**src/rtl/m1_bank_filler_if.sv**
```systemverilog
// Write-request / memory-write bundle between the M1 data sources and the bank filler.
// The slave side is the filler; the master side is whoever drives requests and iSwitch.
interface m1_bank_filler_if #(
    parameter int NCH = 4,
    parameter int DW  = 12,
    parameter int AW  = 7
);
    logic              iSwitch;
    logic [NCH-1:0]    iReq;
    logic [NCH*DW-1:0] iData;
    logic [NCH-1:0]    oAck;
    logic              oWrEn;
    logic [AW:0]       oWrAddr;
    logic [DW-1:0]     oWrData;
    logic              oFull;
    logic              oShort;
    logic [AW:0]       oLastFill;

    modport master (
        output iSwitch, iReq, iData,
        input  oAck, oWrEn, oWrAddr, oWrData, oFull, oShort, oLastFill
    );

    modport slave (
        input  iSwitch, iReq, iData,
        output oAck, oWrEn, oWrAddr, oWrData, oFull, oShort, oLastFill
    );
endinterface

```
**src/rtl/m1_bank_filler.sv**
```systemverilog
// Round-robin write scheduler that fills the bank of the M1 ping-pong word
// memory not currently read by the frame generator, one word per three cycles.
module m1_bank_filler #(
    parameter int NCH   = 4,
    parameter int DW    = 12,
    parameter int WORDS = 128
) (
    input  logic            clk,
    input  logic            reset,
    m1_bank_filler_if.slave bus
);
    localparam int AW = $clog2(WORDS);
    localparam int CW = $clog2(NCH);
    localparam logic [AW:0]   PTR_FULL  = WORDS[AW:0];
    localparam logic [CW-1:0] LAST_INIT = CW'(NCH - 1);

    typedef enum logic [1:0] {IDLE, GRANT, WRITE, FULL} state_t;

    state_t        state_q, state_d;
    logic [AW:0]   ptr_q, ptr_d;
    logic          sw_q, sw_d;
    logic [CW-1:0] last_q, last_d;
    logic [CW-1:0] winner_q, winner_d;
    logic [AW:0]   addr_q, addr_d;
    logic [DW-1:0] data_q, data_d;
    logic          full_q, full_d;
    logic          short_q, short_d;
    logic [AW:0]   lastfill_q, lastfill_d;

    logic          swap;
    logic          any_req;
    logic [CW-1:0] rr_pick;

    assign swap    = bus.iSwitch ^ sw_q;
    assign any_req = |bus.iReq;

    // Scan from the farthest channel to the nearest so the nearest requester after last_q wins.
    always_comb begin
        rr_pick = last_q;
        for (int k = NCH; k >= 1; k--) begin
            if (bus.iReq[CW'((int'(last_q) + k) % NCH)])
                rr_pick = CW'((int'(last_q) + k) % NCH);
        end
    end

    always_ff @(posedge clk or negedge reset) begin
        if (!reset) state_q <= IDLE;
        else        state_q <= state_d;
    end

    // A swap landing in IDLE on a full bank empties it, so FULL would never see its exit swap.
    always_comb begin
        state_d = state_q;
        case (state_q)
            IDLE: begin
                if (ptr_q == PTR_FULL && !swap) state_d = FULL;
                else if (any_req)               state_d = GRANT;
            end
            GRANT:   state_d = WRITE;
            WRITE:   state_d = IDLE;
            FULL:    if (swap) state_d = IDLE;
            default: state_d = IDLE;
        endcase
    end

    always_comb begin
        bus.oAck = '0;
        if (state_q == GRANT) bus.oAck[winner_q] = 1'b1;
        bus.oWrEn = (state_q == WRITE);
    end

    assign bus.oWrAddr   = addr_q;
    assign bus.oWrData   = data_q;
    assign bus.oFull     = full_q;
    assign bus.oShort    = short_q;
    assign bus.oLastFill = lastfill_q;

    // Bank and word are fixed at GRANT; a later swap never redirects the in-flight write.
    always_comb begin
        sw_d     = bus.iSwitch;
        ptr_d    = ptr_q;
        last_d   = last_q;
        winner_d = winner_q;
        addr_d   = addr_q;
        data_d   = data_q;
        if (state_q == IDLE) winner_d = rr_pick;
        if (state_q == GRANT) begin
            addr_d = {~bus.iSwitch, swap ? {AW{1'b0}} : ptr_q[AW-1:0]};
            data_d = bus.iData[winner_q*DW +: DW];
            ptr_d  = swap ? (AW+1)'(1) : ptr_q + 1'b1;
            last_d = winner_q;
        end else if (swap) begin
            ptr_d = '0;
        end
        full_d     = (ptr_d == PTR_FULL);
        short_d    = swap && (ptr_q != PTR_FULL);
        lastfill_d = swap ? ptr_q : lastfill_q;
    end

    always_ff @(posedge clk or negedge reset) begin
        if (!reset) begin
            ptr_q      <= '0;
            sw_q       <= 1'b0;
            last_q     <= LAST_INIT;
            winner_q   <= '0;
            addr_q     <= '0;
            data_q     <= '0;
            full_q     <= 1'b0;
            short_q    <= 1'b0;
            lastfill_q <= '0;
        end else begin
            ptr_q      <= ptr_d;
            sw_q       <= sw_d;
            last_q     <= last_d;
            winner_q   <= winner_d;
            addr_q     <= addr_d;
            data_q     <= data_d;
            full_q     <= full_d;
            short_q    <= short_d;
            lastfill_q <= lastfill_d;
        end
    end
endmodule

```
**src/flat_wrapper.sv**
```systemverilog
// flat-port wrapper written by rule: the top's interface ports become plain ports
module m1_bank_filler_flat 
#(
    parameter int NCH   = 4,
    parameter int DW    = 12,
    parameter int WORDS = 128
)
  (clk, reset, bus_iSwitch, bus_iReq, bus_iData, bus_oAck, bus_oWrEn, bus_oWrAddr, bus_oWrData, bus_oFull, bus_oShort, bus_oLastFill);
  m1_bank_filler_if #(.NCH(NCH), .DW(DW), .AW((7))) bus_i ();
  input  logic clk;
  input  logic reset;
  input wire logic [$bits(bus_i.iSwitch)-1:0] bus_iSwitch;
  input wire logic [$bits(bus_i.iReq)-1:0] bus_iReq;
  input wire logic [$bits(bus_i.iData)-1:0] bus_iData;
  output wire logic [$bits(bus_i.oAck)-1:0] bus_oAck;
  output wire logic [$bits(bus_i.oWrEn)-1:0] bus_oWrEn;
  output wire logic [$bits(bus_i.oWrAddr)-1:0] bus_oWrAddr;
  output wire logic [$bits(bus_i.oWrData)-1:0] bus_oWrData;
  output wire logic [$bits(bus_i.oFull)-1:0] bus_oFull;
  output wire logic [$bits(bus_i.oShort)-1:0] bus_oShort;
  output wire logic [$bits(bus_i.oLastFill)-1:0] bus_oLastFill;
  assign bus_i.iSwitch = bus_iSwitch;
  assign bus_i.iReq = bus_iReq;
  assign bus_i.iData = bus_iData;
  assign bus_oAck = bus_i.oAck;
  assign bus_oWrEn = bus_i.oWrEn;
  assign bus_oWrAddr = bus_i.oWrAddr;
  assign bus_oWrData = bus_i.oWrData;
  assign bus_oFull = bus_i.oFull;
  assign bus_oShort = bus_i.oShort;
  assign bus_oLastFill = bus_i.oLastFill;
  m1_bank_filler #(.NCH(NCH), .DW(DW), .WORDS(WORDS)) u_core (.clk(clk), .reset(reset), .bus(bus_i));
endmodule
```
**config.mk**
```make
export PLATFORM = sky130hd
export DESIGN_NAME = m1_bank_filler_flat
export DESIGN_NICKNAME = d
export VERILOG_FILES = /design/src/rtl/m1_bank_filler_if.sv /design/src/rtl/m1_bank_filler.sv /design/src/flat_wrapper.sv
export SDC_FILE = /design/constraint.sdc
export NUM_CORES = 1
export LEC_CHECK = 0
export ABC_AREA = 1
export BUFFER_PORTS_ARGS = -buffer_cell sky130_fd_sc_hd__buf_2
export CAP_MARGIN = 10
export CORE_UTILIZATION = 44
export CTS_CLUSTER_SIZE = 25
export DETAILED_ROUTE_END_ITERATION = 12
export PLACE_DENSITY = 0.78
export SLEW_MARGIN = 20
export SYNTH_ARGS = -nofsm -noshare
export SYNTH_HDL_FRONTEND = slang
export SYNTH_SLANG_ARGS = --single-unit
```
**constraint.sdc**
```tcl
create_clock -name clk -period 1.35 [get_ports clk]
set_input_delay 0.27 -clock clk [delete_from_list [all_inputs] [get_ports clk]]
set_output_delay 0.27 -clock clk [all_outputs]
set_load 0.01 [all_outputs]
```
# Word level (Yosys, flattened, before mapping)
# Index checks and enable logic that the tools add are counted.
dict set report word_totals {
  elab_cells 67
  ff_bits 45
  in_bits 55
  out_inout_bits 35
}
dict set report classes {
  muxes 27
  n_addsub 5
  n_lt_le_gt_ge 6
  n_mul 1
  bitwise 2
  n_shift 1
  reduce_logical 7
  n_eq_ne 8
}
# cell count
set op_table {}
lappend op_table {{indexed part select 48 x 7 -> 12 bit} 1}
lappend op_table {{two-way mux 8 bit} 3}
lappend op_table {{== test 8 bit (second input constant)} 2}
lappend op_table {{less-than comparator 2 x 4 -> 1 bit (second input constant)} 4}
lappend op_table {{two-way mux 2 bit} 7}
lappend op_table {{two-way mux 1 bit} 9}
lappend op_table {{adder 8 x 1 -> 8 bit (second input constant)} 1}
lappend op_table {{binary-select mux 1 bit (select 2 bit)} 4}
lappend op_table {{inequality test 8 bit (second input constant)} 1}
lappend op_table {{one-hot mux 2 bit (4 select lines)} 1}
lappend op_table {{two-way mux 7 bit} 1}
lappend op_table {{adder 2 x 1 -> 2 bit (second input constant)} 2}
lappend op_table {{adder 2 bit (second input constant)} 2}
lappend op_table {{== test 2 bit (second input constant)} 2}
lappend op_table {{multiplier 2 x 2 -> 4 bit (second input constant)} 1}
lappend op_table {{two-way mux 4 bit} 1}
lappend op_table {{OR reduction 4 bit} 1}
lappend op_table {{logical AND 1 bit} 3}
lappend op_table {{less-than comparator 2 x 3 -> 1 bit (second input constant)} 1}
lappend op_table {{inequality test 3 x 1 -> 1 bit (second input constant)} 1}
lappend op_table {{demux 1 bit (select 2 bit)} 1}
lappend op_table {{== test 2 x 1 -> 1 bit (second input constant)} 1}
lappend op_table {{>= comparator 2 x 1 -> 1 bit (second input constant)} 1}
lappend op_table {{logical NOT 2 bit} 1}
lappend op_table {{5 further kinds} 5}

# Logic depth before layout (Yosys ltp)
# Gate-level depths: netlist of the first run.
dict set report logic_depth {
  ltp_word 8
  ltp_mapped 12
  depth_no_buf 11
}

# Worst setup path before layout of the first run
# No wires, ideal clock.
dict set report synth_path {
  path_kind {flip-flop to output port}
  start {reg u_core.state_q[0]}
  end {out bus_oAck[2]}
  required_time_ns 1.080
  n_path_buf 1
  path_slack_ns 0.003
  arrival_ns 1.077
  stages_incl_launch_ff 6
  path_cell_list {dfrtp_1 inv_2 nor2_4 buf_2 nand2_1 nor2_1}
}
dict set report synth_between {
  elab_chain_len 2
}
# element line_no
set synth_lines {}
lappend synth_lines {{from (decl)} m1_bank_filler.sv:19} ;# state_t state_q, state_d;
lappend synth_lines {{from (signal assigned)} m1_bank_filler.sv:48} ;# else state_q <= state_d;
lappend synth_lines {{== test 2 x 1 -> 1 bit} m1_bank_filler.sv:68} ;# if (state_q == GRANT) bus.oAck[winner_q] = 1'b1;
lappend synth_lines {{two-way mux 4 bit} m1_bank_filler.sv:68}
lappend synth_lines {{to (decl)} flat_wrapper.sv:15} ;# output wire logic [$bits(bus_i.oAck)-1:0] bus_oAck;
# Every way passes these cells.

# Final worst setup path of the first run
dict set report layout_path {
  start {reg u_core.ptr_q[1]}
  end {reg u_core.full_q, in the netlist u_core.bus.oFull}
}
dict set report layout_between {
  elab_chain_len 4
  elab_cells_between_ends 5
  classes_between {add/sub (1); eq/ne (1); mux (3)}
}
# element line_no
set layout_lines {}
lappend layout_lines {{from (decl)} m1_bank_filler.sv:20} ;# logic [AW:0] ptr_q, ptr_d;
lappend layout_lines {{from (signal assigned)} m1_bank_filler.sv:112} ;# ptr_q <= ptr_d;
lappend layout_lines {{adder 8 x 1 -> 8 bit} m1_bank_filler.sv:90} ;# ptr_d = swap ? (AW+1)'(1) : ptr_q + 1'b1;
lappend layout_lines {{two-way mux 8 bit} m1_bank_filler.sv:90}
lappend layout_lines {{two-way mux 8 bit (*)} m1_bank_filler.sv:87} ;# if (state_q == GRANT) begin
lappend layout_lines {{via u_core.ptr_d[1]} m1_bank_filler.sv:20}
lappend layout_lines {{== test 8 bit (*)} m1_bank_filler.sv:95} ;# full_d = (ptr_d == PTR_FULL);
lappend layout_lines {{via u_core.full_d} m1_bank_filler.sv:26} ;# logic full_q, full_d;
lappend layout_lines {{to (signal assigned)} m1_bank_filler.sv:118} ;# full_q <= full_d;
lappend layout_lines {{to (decl)} m1_bank_filler.sv:26}
# Mark *: on every way through the listed nets, which the timed path passes. The rest lies on a longest branch.
# A chain may end at the register's enable or synchronous reset.

==> metrics, run 1 <==
outcome=finished with violations; Worst R2R Start=u_core.ptr_q[1]$_DFF_PN0_; crit start category=flop; clk buf depth=2; port buffer count=89; total power=6.40 mW; Max-Cap Viols=0; crit end category=flop; Reg clk slew, reported paths=~80 ps; EDFF count, synth=0; initial antenna violation count=0; critical path type=flop to flop; vias in the first global route=~2,300; final core utilization=65.4%; Slew Limit Headroom=about 73%; Final period util=110%; die footprint=between 5000 and 6000 µm²; root buf cell=clkbuf_8; crit path max-delay cell type=dfrtp_1; CTS tree=yes; CP max FO=5; Max Freq=672 MHz; core area=around 5200 µm²; slowest stage delay, CP=approximately 450 ps; register area share after synthesis=between 40% and 50%; gr ovfl total=0; fin nets=roughly 500; top-level I/O count=90; DP Worst Slack=-53.6 ps; Detailed Route WL=6.46 mm; post-synth top area share=about 44%; LEAKAGE=approximately 1.8 nW; warnings from Yosys=0; drt pass-1 iters=4; RSZ-0062 raised after global routing=true; PwrDens=1880 nW/µm²; Area growth syn-to-layout=40.3%; number of routed nets with antenna violations=0; Antenna diodes=0; Period minus WS final=1490 ps; Post-DP Area=3050 µm²; worst clock skew=roughly 6.5 ps; commonest cells in the netlist=72 x nor2_1, 65 x nand2_1, 43 x dfrtp_1, 41 x o21ai_0, 27 x inv_1; Syn Inst Count=about 330; hpwl dp=approximately 4.6 mm; Hold EP=u_core.sw_q$_DFF_PN0_; max-slew violation count=0; TritonCTS buffer count=5; synthesized area=2430 µm²; Setup Viol. Count Final=9; Final Hold Vio Count=0; worst path arrival time=roughly 1700 ps; first-pass GRT wire length=~10 mm; worst hold stages=1; final setup margin=-137 ps; r2r worst-path depth=7; Starting Density=about 47%; Hold Crit Class=input pin to flop; Die H=~76 µm; most common cell in the netlist=nor2_1; 1st-iter DRT viols=141; R2R Setup Slk=-140 ps; Max VDD drop=approximately 950 µV; hold path startpoint=bus_iSwitch; Synth area leaders=dfrtp_1 44%, nor2_1 11%, nand2_1 10%, o21ai_0 8.5%, inv_1 4.2%; r2r endpoint=u_core.bus.oFull$_DFF_PN0_; CTS Sinks=45; Final Instance Area=between 3000 and 4000 µm²; slew of the pin with the lowest slew margin=around 400 ps; placer congestion estimate=roughly 0.91; largest area contributor in the netlist=dfrtp_1; Clk Latency, worst-skew pair=approximately 290 ps; syn nets=~380; total global-route track usage=22.5%; Required @ worst endpoint=approximately 1600 ps; largest net degree at the start of global routing=27; num rows=26; Synth Area per Inst=between 7 and 8 µm²; H-tree depth=2; Synth Register Bits=45; Post-synth top flop=dfrtp_1; failing checks=negative setup slack; Via density=around 5; total number of vias=2,548; DR DRC count=0; Cell variety after synth=26; critical-path cell list=inv_1, ha_1, nand2_1, a21oi_2, nor2_1, nand3_2, nor3_2; asr flop ratio synth=between 90% and 100%; share of cells above drive strength 1=between 30% and 40%; fill cell count=roughly 480; Die X=76.3 µm; WL/cell=12.6 µm
==> stage by stage <==
step | hold slack (ps) | setup TNS [ps] | cells
6_report | 125 | -679 | 511
4_1_cts | 113 | -549 | 508
3_5_place_dp | 226 | -60.5 | 488
2_1_floorplan | -25.6 | 0 | 325
5_1_grt | 111 | -1570 | 511
3_3_place_gp | 217 | -5.09 | 488
==> cell type report <==
type	instances	area (µm²)	area share, %
clock buffer	7	96.3	2.83
clock inverter	1	5.00	0.147
inverter	30	113	3.31
multi-input combinational	235	1210	35.5
sequential	45	1130	33.2
tap	70	87.6	2.57
timing repair buffer	123	763	22.4
==> metal layers <==
layer | share of wire, % | global-route usage (%)
met5 | 0 | 0
met4 | 0.96 | 6.15
met3 | 6.4 | 5.27
met2 | 51 | 39.5
met1 | 42 | 27.5
==> state kept, by name (all words and copies together) (netlist names) <==
| signal | count |
|---|---|
| u_core.bus.oWrData | 12 |
| u_core.bus.oLastFill | 8 |
| u_core.bus.oWrAddr | 8 |
| u_core.ptr_q | 8 |
| u_core.last_q | 2 |
| u_core.state_q | 2 |
| u_core.winner_q | 2 |
| u_core.bus.oFull | 1 |
| u_core.bus.oShort | 1 |
| u_core.sw_q | 1 |
==> critical path: cells and delay by family, from the launching register on <==
family,cells,cell delay (ps)
adder cells (fa/ha/maj),1,290
flip-flops,1,450
AND/OR/NAND/NOR,4,500
AO/OA/AOI/OAI,1,70
buffers and inverters,1,110
==> timing repair <==
action	4_1_cts	5_1_grt
buffers inserted	12	3
hold endpoints to repair	12	0
pin swaps	12	10
hold buffers	1	0
setup endpoints to repair	7	26
resized for setup	21	24
==> worst max-delay path by stage <==
| stage | cells after the start | end | slack [ps] | start |
|---|---|---|---|---|
| after floorplan | 5 | bus_oAck[2] | 3 | u_core.state_q[0]$_DFFE_PN0P_ |
| after global placement | 9 | u_core.winner_q[0]$_DFFE_PN0P_ | -5 | u_core.last_q[0]$_DFFE_PN1P_ |
| after detailed placement | 9 | u_core.winner_q[0]$_DFFE_PN0P_ | -50 | u_core.last_q[0]$_DFFE_PN1P_ |
| after CTS | 4 | bus_oAck[3] | -110 | u_core.state_q[1]$_DFFE_PN0P_ |
| after global routing | 7 | u_core.bus.oFull$_DFF_PN0_ | -250 | u_core.ptr_q[1]$_DFF_PN0_ |
| final | 7 | u_core.bus.oFull$_DFF_PN0_ | -140 | u_core.ptr_q[1]$_DFF_PN0_ |
==> placed cells by master (no fill, tap or decap) <==
| cell type | instances |
|---|---|
| nand2_4 | 1 |
| o21ai_0 | 37 |
| nor2_4 | 3 |
| dfrtp_2 | 2 |
| nor3_1 | 1 |
| nor2_1 | 68 |
| nand3_1 | 11 |
| dlygate4sd3_1 | 1 |
| buf_6 | 6 |
| clkbuf_8 | 7 |
| xor2_1 | 1 |
| xnor2_2 | 1 |
| nand4_1 | 2 |
| buf_4 | 24 |
| buf_2 | 89 |
| clkinv_2 | 1 |
| a21oi_2 | 2 |
| dfstp_2 | 2 |
| dfrtp_1 | 41 |
| nor2_2 | 4 |
| inv_2 | 7 |
| nand2_2 | 10 |
| nor3_2 | 2 |
| inv_1 | 23 |
| nand4_4 | 1 |
| o21ai_4 | 1 |
| o21ai_2 | 2 |
| a21oi_1 | 2 |
| ha_2 | 1 |
| buf_12 | 3 |
| a31oi_1 | 12 |
| nand2_1 | 58 |
| nand3_2 | 4 |
| nand3_4 | 2 |
| ha_1 | 1 |
| o21ai_1 | 8 |
==> cell families after synthesis <==
| kind of cell | count (synthesis) | share of synthesized area (%) |
|---|---|---|
| XOR/XNOR | 2 | 0.722 |
| AO/OA/AOI/OAI | 64 | 14.0 |
| flip-flops | 45 | 46.5 |
| AND/OR/NAND/NOR | 167 | 29.8 |
| adder cells (fa/ha/maj) | 2 | 1.03 |
| buffers and inverters | 45 | 7.94 |
==> power breakdown <==
part           leakage (nW)  internal [mW]  switching, mW  total, mW
sequential            0.567           1.73          0.309       2.04
clock                0.0542          0.462          0.427      0.889
combinational          1.16           1.54           1.92       3.47
No activity file was read; power rests on OpenSTA's default activity.
==> inputs of run 2 (changes only) <==
Settings changed: CORE_MARGIN set to 4, HOLD_SLACK_MARGIN set to 0.15, RECOVER_POWER set to 100.
==> metrics, run 2 (synthesis results as in run 1) <==
Setup Viol. Count Final=8 (was 9); Setup TNS=-727 ps (was -679 ps); Die X=82.3 µm (was 76.3 µm); CTS tree=yes (unchanged); RSZ-0062 raised after global routing=true (unchanged); vias in the first global route=2,375 (was 2,286); WL/cell=13.0 µm (was 12.6 µm); Finished Layout Cells=511 (unchanged); slew of the pin with the lowest slew margin=604 ps (was 406 ps); switch share=43.5% (was 41.6%); worst clock skew=5.77 ps (was 6.46 ps); Max Freq=677 MHz (was 672 MHz); Die H=82.3 µm (was 76.3 µm); commonest non-fill, non-tap cells in the layout=67 x nor2_1, 58 x buf_2, 56 x nand2_1 (was 89 x buf_2, 68 x nor2_1, 58 x nand2_1); total power=6.45 mW (was 6.40 mW); drt pass-1 iters=4 (unchanged); critical path type=flop to output port (was flop to flop); DP Worst Slack=-62.7 ps (was -53.6 ps); Starting Density=46.3% (was 46.6%); H-tree depth=2 (unchanged); Clk Latency, worst-skew pair=300 ps (was 290 ps); Worst R2R Start=u_core.last_q[0]$_DFFE_PN1P_ (was u_core.ptr_q[1]$_DFF_PN0_); fin nets=498 (was 497); Clock Power Share=12.9% (was 13.9%); Final Hold Vio Count=0 (unchanged); hold path startpoint=bus_iSwitch (unchanged); Detailed Route WL=6.67 mm (was 6.46 mm); die footprint=6770 µm² (was 5810 µm²); Flop pwr share=32.1% (was 31.9%); fill cell count=476 (was 478); worst path arrival time=1210 ps (was 1700 ps); core area=5240 µm² (was 5200 µm²); hpwl dp=4.79 mm (was 4.63 mm); dpl cells=488 (unchanged); first-pass GRT wire length=10.4 mm (about the same); Reg clk slew, reported paths=80 ps (about the same); max-slew violation count=0 (unchanged); Comb pwr share=55.0% (was 54.2%); Hold Crit Class=input pin to flop (unchanged); Largest register FFs=12 (unchanged); PwrDens=1940 nW/µm² (was 1880 nW/µm²); crit start category=flop (unchanged); TritonCTS buffer count=5 (unchanged); failing checks=negative setup slack (unchanged); Max VDD drop=1310 µV (was 955 µV); num rows=26 (unchanged); Antenna diodes=0 (unchanged); Period minus WS final=1480 ps (was 1490 ps); share of cells above drive strength 1=33.3% (was 39.7%); Max-Cap Viols=0 (unchanged); top-level I/O count=90 (unchanged); 1st-iter DRT viols=101 (was 141); Required @ worst endpoint=1080 ps (was 1560 ps); crit end category=output port (was flop); LEAKAGE=1.66 nW (was 1.78 nW); Area growth syn-to-layout=37.4% (was 40.3%); final setup margin=-128 ps (was -137 ps); CTS Sinks=45 (unchanged); root buf cell=clkbuf_8 (unchanged); Slew Limit Headroom=59.7% (was 73.0%); Int Pwr=3.65 mW (was 3.74 mW); gr ovfl total=0 (unchanged); Final period util=109% (was 110%); CP max FO=3 (was 5); Hold WS=245 ps (was 125 ps); outcome=finished with violations (unchanged); placer congestion estimate=0.897 (was 0.913); largest net degree at the start of global routing=27 (unchanged); Via density=4.92 (was 4.99); register area=1130 µm² (unchanged); Post-DP Area=3020 µm² (was 3050 µm²); Final Instance Area=3330 µm² (was 3400 µm²); commonest non-fill, non-tap cell in the layout=nor2_1 (was buf_2); multi-input logic area=1220 µm² (was 1210 µm²); clk buf depth=2 (unchanged); Switching Power=2.81 mW (was 2.66 mW); port buffer count=89 (unchanged); DR DRC count=0 (unchanged); number of routed nets with antenna violations=0 (unchanged); final core utilization=63.6% (was 65.4%); total number of vias=2,513 (was 2,548); Worst Setup SP=u_core.state_q[1]$_DFFE_PN0P_ (was u_core.ptr_q[1]$_DFF_PN0_); total global-route track usage=19.9% (was 22.5%); initial antenna violation count=0 (unchanged)
[run 2: worst max-delay path, cell delays in order, from the launching register on]
cell and delay (ps):
dfrtp_1 430, nor2_4 140, nand2_1 110, nor2_2 100, buf_2 140
[run 2: final timing paths]
| path | slack [ps] | cells after the start | to |
|---|---|---|---|
| worst max-delay path | -130 | 4 | bus_oAck[2] |
| worst min-delay path | 240 | 2 | u_core.bus.oWrAddr[7]$_DFFE_PN0P_ |
| worst max register to register | -120 | 8 | u_core.winner_q[0]$_DFFE_PN0P_ |
| worst min register to register | 490 | 2 | u_core.bus.oLastFill[3]$_DFFE_PN0N_ |
| max in group asynchronous | 330 | 3 | u_core.bus.oFull$_DFF_PN0_ |
| min in group asynchronous | 570 | 3 | u_core.state_q[1]$_DFFE_PN0P_ |
[run 2: per-layer routing]
layer	up-vias	part of all wire (%)	global-route usage [%]
li1	1270	-	-
met4	0	1.4	6.64
met5	-	0	0
met1	1119	42	23.9
met3	12	8.2	6.29
met2	112	48	33.5
[run 2: layout make-up]
class	instances	area share, %
Clock buffer	7	2.59
Sequential cell	45	33.9
Timing Repair Buffer	124	20.7
Inverter	30	3.49
Multi-Input combinational cell	235	36.7
Tap cell	70	2.63
[run 2: repair_timing]
| item | in CTS | in global routing |
|---|---|---|
| pin swaps | 6 | 15 |
| setup endpoints to repair | 6 | 19 |
| endpoints found under the hold margin | 44 | 0 |
| setup buffers | 8 | 6 |
| hold buffers | 2 | 0 |
| gates resized for setup | 18 | 30 |
[run 2: power groups by stage]
| stage | Combinational [mW] | Clock, mW | Sequential [mW] |
|---|---|---|---|
| after detailed placement | 2.86 | 0 | 2.03 |
| final | 3.55 | 0.831 | 2.07 |
| after global routing | 3.95 | 0.921 | 2.11 |
| after CTS | 3.18 | 0.858 | 2.03 |
| after global placement | 2.78 | 0 | 2.03 |
| after floorplan | 1.85 | 0 | 2.08 |
==> inputs of run 3 (changes only) <==
Settings changed: BUFFER_PORTS_ARGS -buffer_cell sky130_fd_sc_hd__buf_2 to not set, CORE_UTILIZATION 44 to 57, DONT_BUFFER_PORTS set to 1.
==> metrics, run 3 (synthesis results as in run 1) <==
initial antenna violation count=0 (unchanged); CP max FO=4 (was 3); Detailed Route WL=6.11 mm (was 6.67 mm); Final period util=107% (was 109%); total number of vias=2,170 (was 2,513); hpwl dp=4.26 mm (was 4.79 mm); TritonCTS buffer count=5 (unchanged); delay-heaviest family, CP=simple AND/OR/NAND/NOR gates (was flip-flops); Antenna diodes=0 (unchanged); Largest register FFs=12 (unchanged); WL/cell=15.3 µm (was 13.0 µm); Starting Density=59.8% (was 46.3%); H-tree depth=2 (unchanged); met2 Usage GRT=37.0% (was 33.5%); worst clock skew=7.16 ps (was 5.77 ps); failing checks=negative setup slack (unchanged); fill cell count=311 (was 476); Max-Cap Viols=0 (unchanged); Clk Latency, worst-skew pair=300 ps (about the same); Max Freq=690 MHz (was 677 MHz); DR DRC count=0 (unchanged); vias in the first global route=2,018 (was 2,375); met3 Use GR=6.34% (was 6.29%); grt met1 use=28.1% (was 23.9%); Setup Viol. Count Final=6 (was 8); outcome=finished with violations (unchanged); Die X=73.2 µm (was 82.3 µm); final setup margin=-99.9 ps (was -128 ps); grt peak-use layer=met2 (unchanged); Required @ worst endpoint=1080 ps (about the same); cell mode on critical path=nor2_4; Crit path buffers/inverters=0 (was 1); slowest stage delay, CP=430 ps (about the same); LEAKAGE=1.39 nW (was 1.66 nW); share of cells above drive strength 1=22.6% (was 33.3%); drt pass-1 iters=5 (was 4); Via density=5.44 (was 4.92); CTS tree=yes (unchanged); critical-path cell list=nor2_4, nand2_2, nor2_4 (was nor2_4, nand2_1, nor2_2, buf_2); core area=4060 µm² (was 5240 µm²); commonest non-fill, non-tap cell in the layout=nor2_1 (unchanged); max-slew violation count=0 (unchanged); fin nets=405 (was 498); Reg clk slew, reported paths=80 ps (about the same); Hold Crit Class=input pin to flop (unchanged); 1st-iter DRT viols=113 (was 101); final core utilization=71.9% (was 63.6%); crit path max-delay cell type=dfrtp_1 (unchanged); Setup TNS=-429 ps (was -727 ps); first-pass GRT wire length=9.24 mm (was 10.4 mm); placer congestion estimate=0.832 (was 0.897); port buffer count=0 (was 89); Final Hold Vio Count=0 (unchanged); die footprint=5360 µm² (was 6770 µm²); critical path type=flop to output port (unchanged); total power=6.31 mW (was 6.45 mW); RSZ-0062 raised after global routing=true (unchanged); CTS Sinks=45 (unchanged); Max VDD drop=1440 µV (was 1310 µV); num rows=23 (was 26); Period minus WS final=1450 ps (was 1480 ps); root buf cell=clkbuf_8 (unchanged); commonest non-fill, non-tap cells in the layout=67 x nor2_1, 63 x nand2_1, 41 x dfrtp_1 (was 67 x nor2_1, 58 x buf_2, 56 x nand2_1); Slew Limit Headroom=59.6% (was 59.7%); worst path arrival time=1180 ps (was 1210 ps); slew of the pin with the lowest slew margin=607 ps (was 604 ps); crit end category=output port (unchanged); Area growth syn-to-layout=20.2% (was 37.4%); largest net degree at the start of global routing=46 (was 27); number of routed nets with antenna violations=0 (unchanged); crit start category=flop (unchanged); clk buf depth=2 (unchanged); total global-route track usage=22.4% (was 19.9%); gr ovfl total=0 (unchanged); PwrDens=2160 nW/µm² (was 1940 nW/µm²); top-level I/O count=90 (unchanged); Die H=73.2 µm (was 82.3 µm)
[run 3: cell types whose count changed in the layout (fill, tap and decap cells not counted), moves of 4 or more]
cell      delta
nor2_4       +4
buf_4        -4
nand2_1      +7
buf_2       -58
nor2_2       -4
nand2_2      -6
clkbuf_1    -31
[run 3: area by class of cell]
cell class | count | area, µm² | area share, %
clock buffer | 7 | 86.3 | 2.96
timing repair buffer | 31 | 283 | 9.70
tap | 50 | 62.6 | 2.15
sequential | 45 | 1130 | 38.8
inverter | 30 | 116 | 3.99
clock inverter | 1 | 30.0 | 1.03
multi-input combinational | 235 | 1210 | 41.4
[run 3: worst reg2reg max path, cell delays in order (launching register included)]
cell and delay [ps]:
dfstp_2 580, buf_12 140, xor2_2 150, nand2_1 90
nand2_1 80, inv_2 40, nand2_1 60, nand2_1 50
nand3_1 70, nand2_1 50
[run 3: metrics by stage]
stage               instance area, µm²  worst slack [ps]  hold slack (ps)  cells
detailed placement                2530             -72.3            -24.6    376
global route                      2920              -151              193    399
floorplan                         2430              2.58            -25.6    325
global placement                  2530             -4.35            -24.5    376
finish                            2920             -99.9              178    399
CTS                               2770              -138             -346    392
[run 3: routing by layer]
metal / part of all wire, % / vias to the layer above
li1: - / 1088
met1: 40 / 1013
met2: 52 / 65
met3: 6.8 / 4
met4: 0.51 / 0
met5: 0 / -
[run 3: path summary, 6_finish.rpt]
check | end | slack (ps) | cells past startpoint | from
setup / recovery | bus_oAck[3] | -100 | 3 | u_core.state_q[1]$_DFFE_PN0P_
hold / removal | u_core.bus.oWrData[1]$_DFFE_PN0P_ | 180 | 2 | bus_iData[13]
setup reg to reg | u_core.winner_q[0]$_DFFE_PN0P_ | -60 | 9 | u_core.last_q[0]$_DFFE_PN1P_
hold reg to reg | u_core.bus.oLastFill[5]$_DFFE_PN0N_ | 560 | 2 | u_core.bus.oLastFill[5]$_DFFE_PN0N_
max in group asynchronous | u_core.winner_q[0]$_DFFE_PN0P_ | 350 | 2 | reset
min in group asynchronous | u_core.bus.oWrData[3]$_DFFE_PN0P_ | 580 | 2 | reset
[run 3: repair_timing]
action	CTS	global route
hold buffers	1	2
endpoints found under the setup margin	7	27
resized for setup	15	27
pin swaps	9	13
cloned	0	0
hold endpoints to repair	47	45
setup buffers	7	5
[run 3: power by group]
group	internal [mW]	switching, mW
combinational	1.33	1.74
sequential	1.73	0.456
clock	0.603	0.443
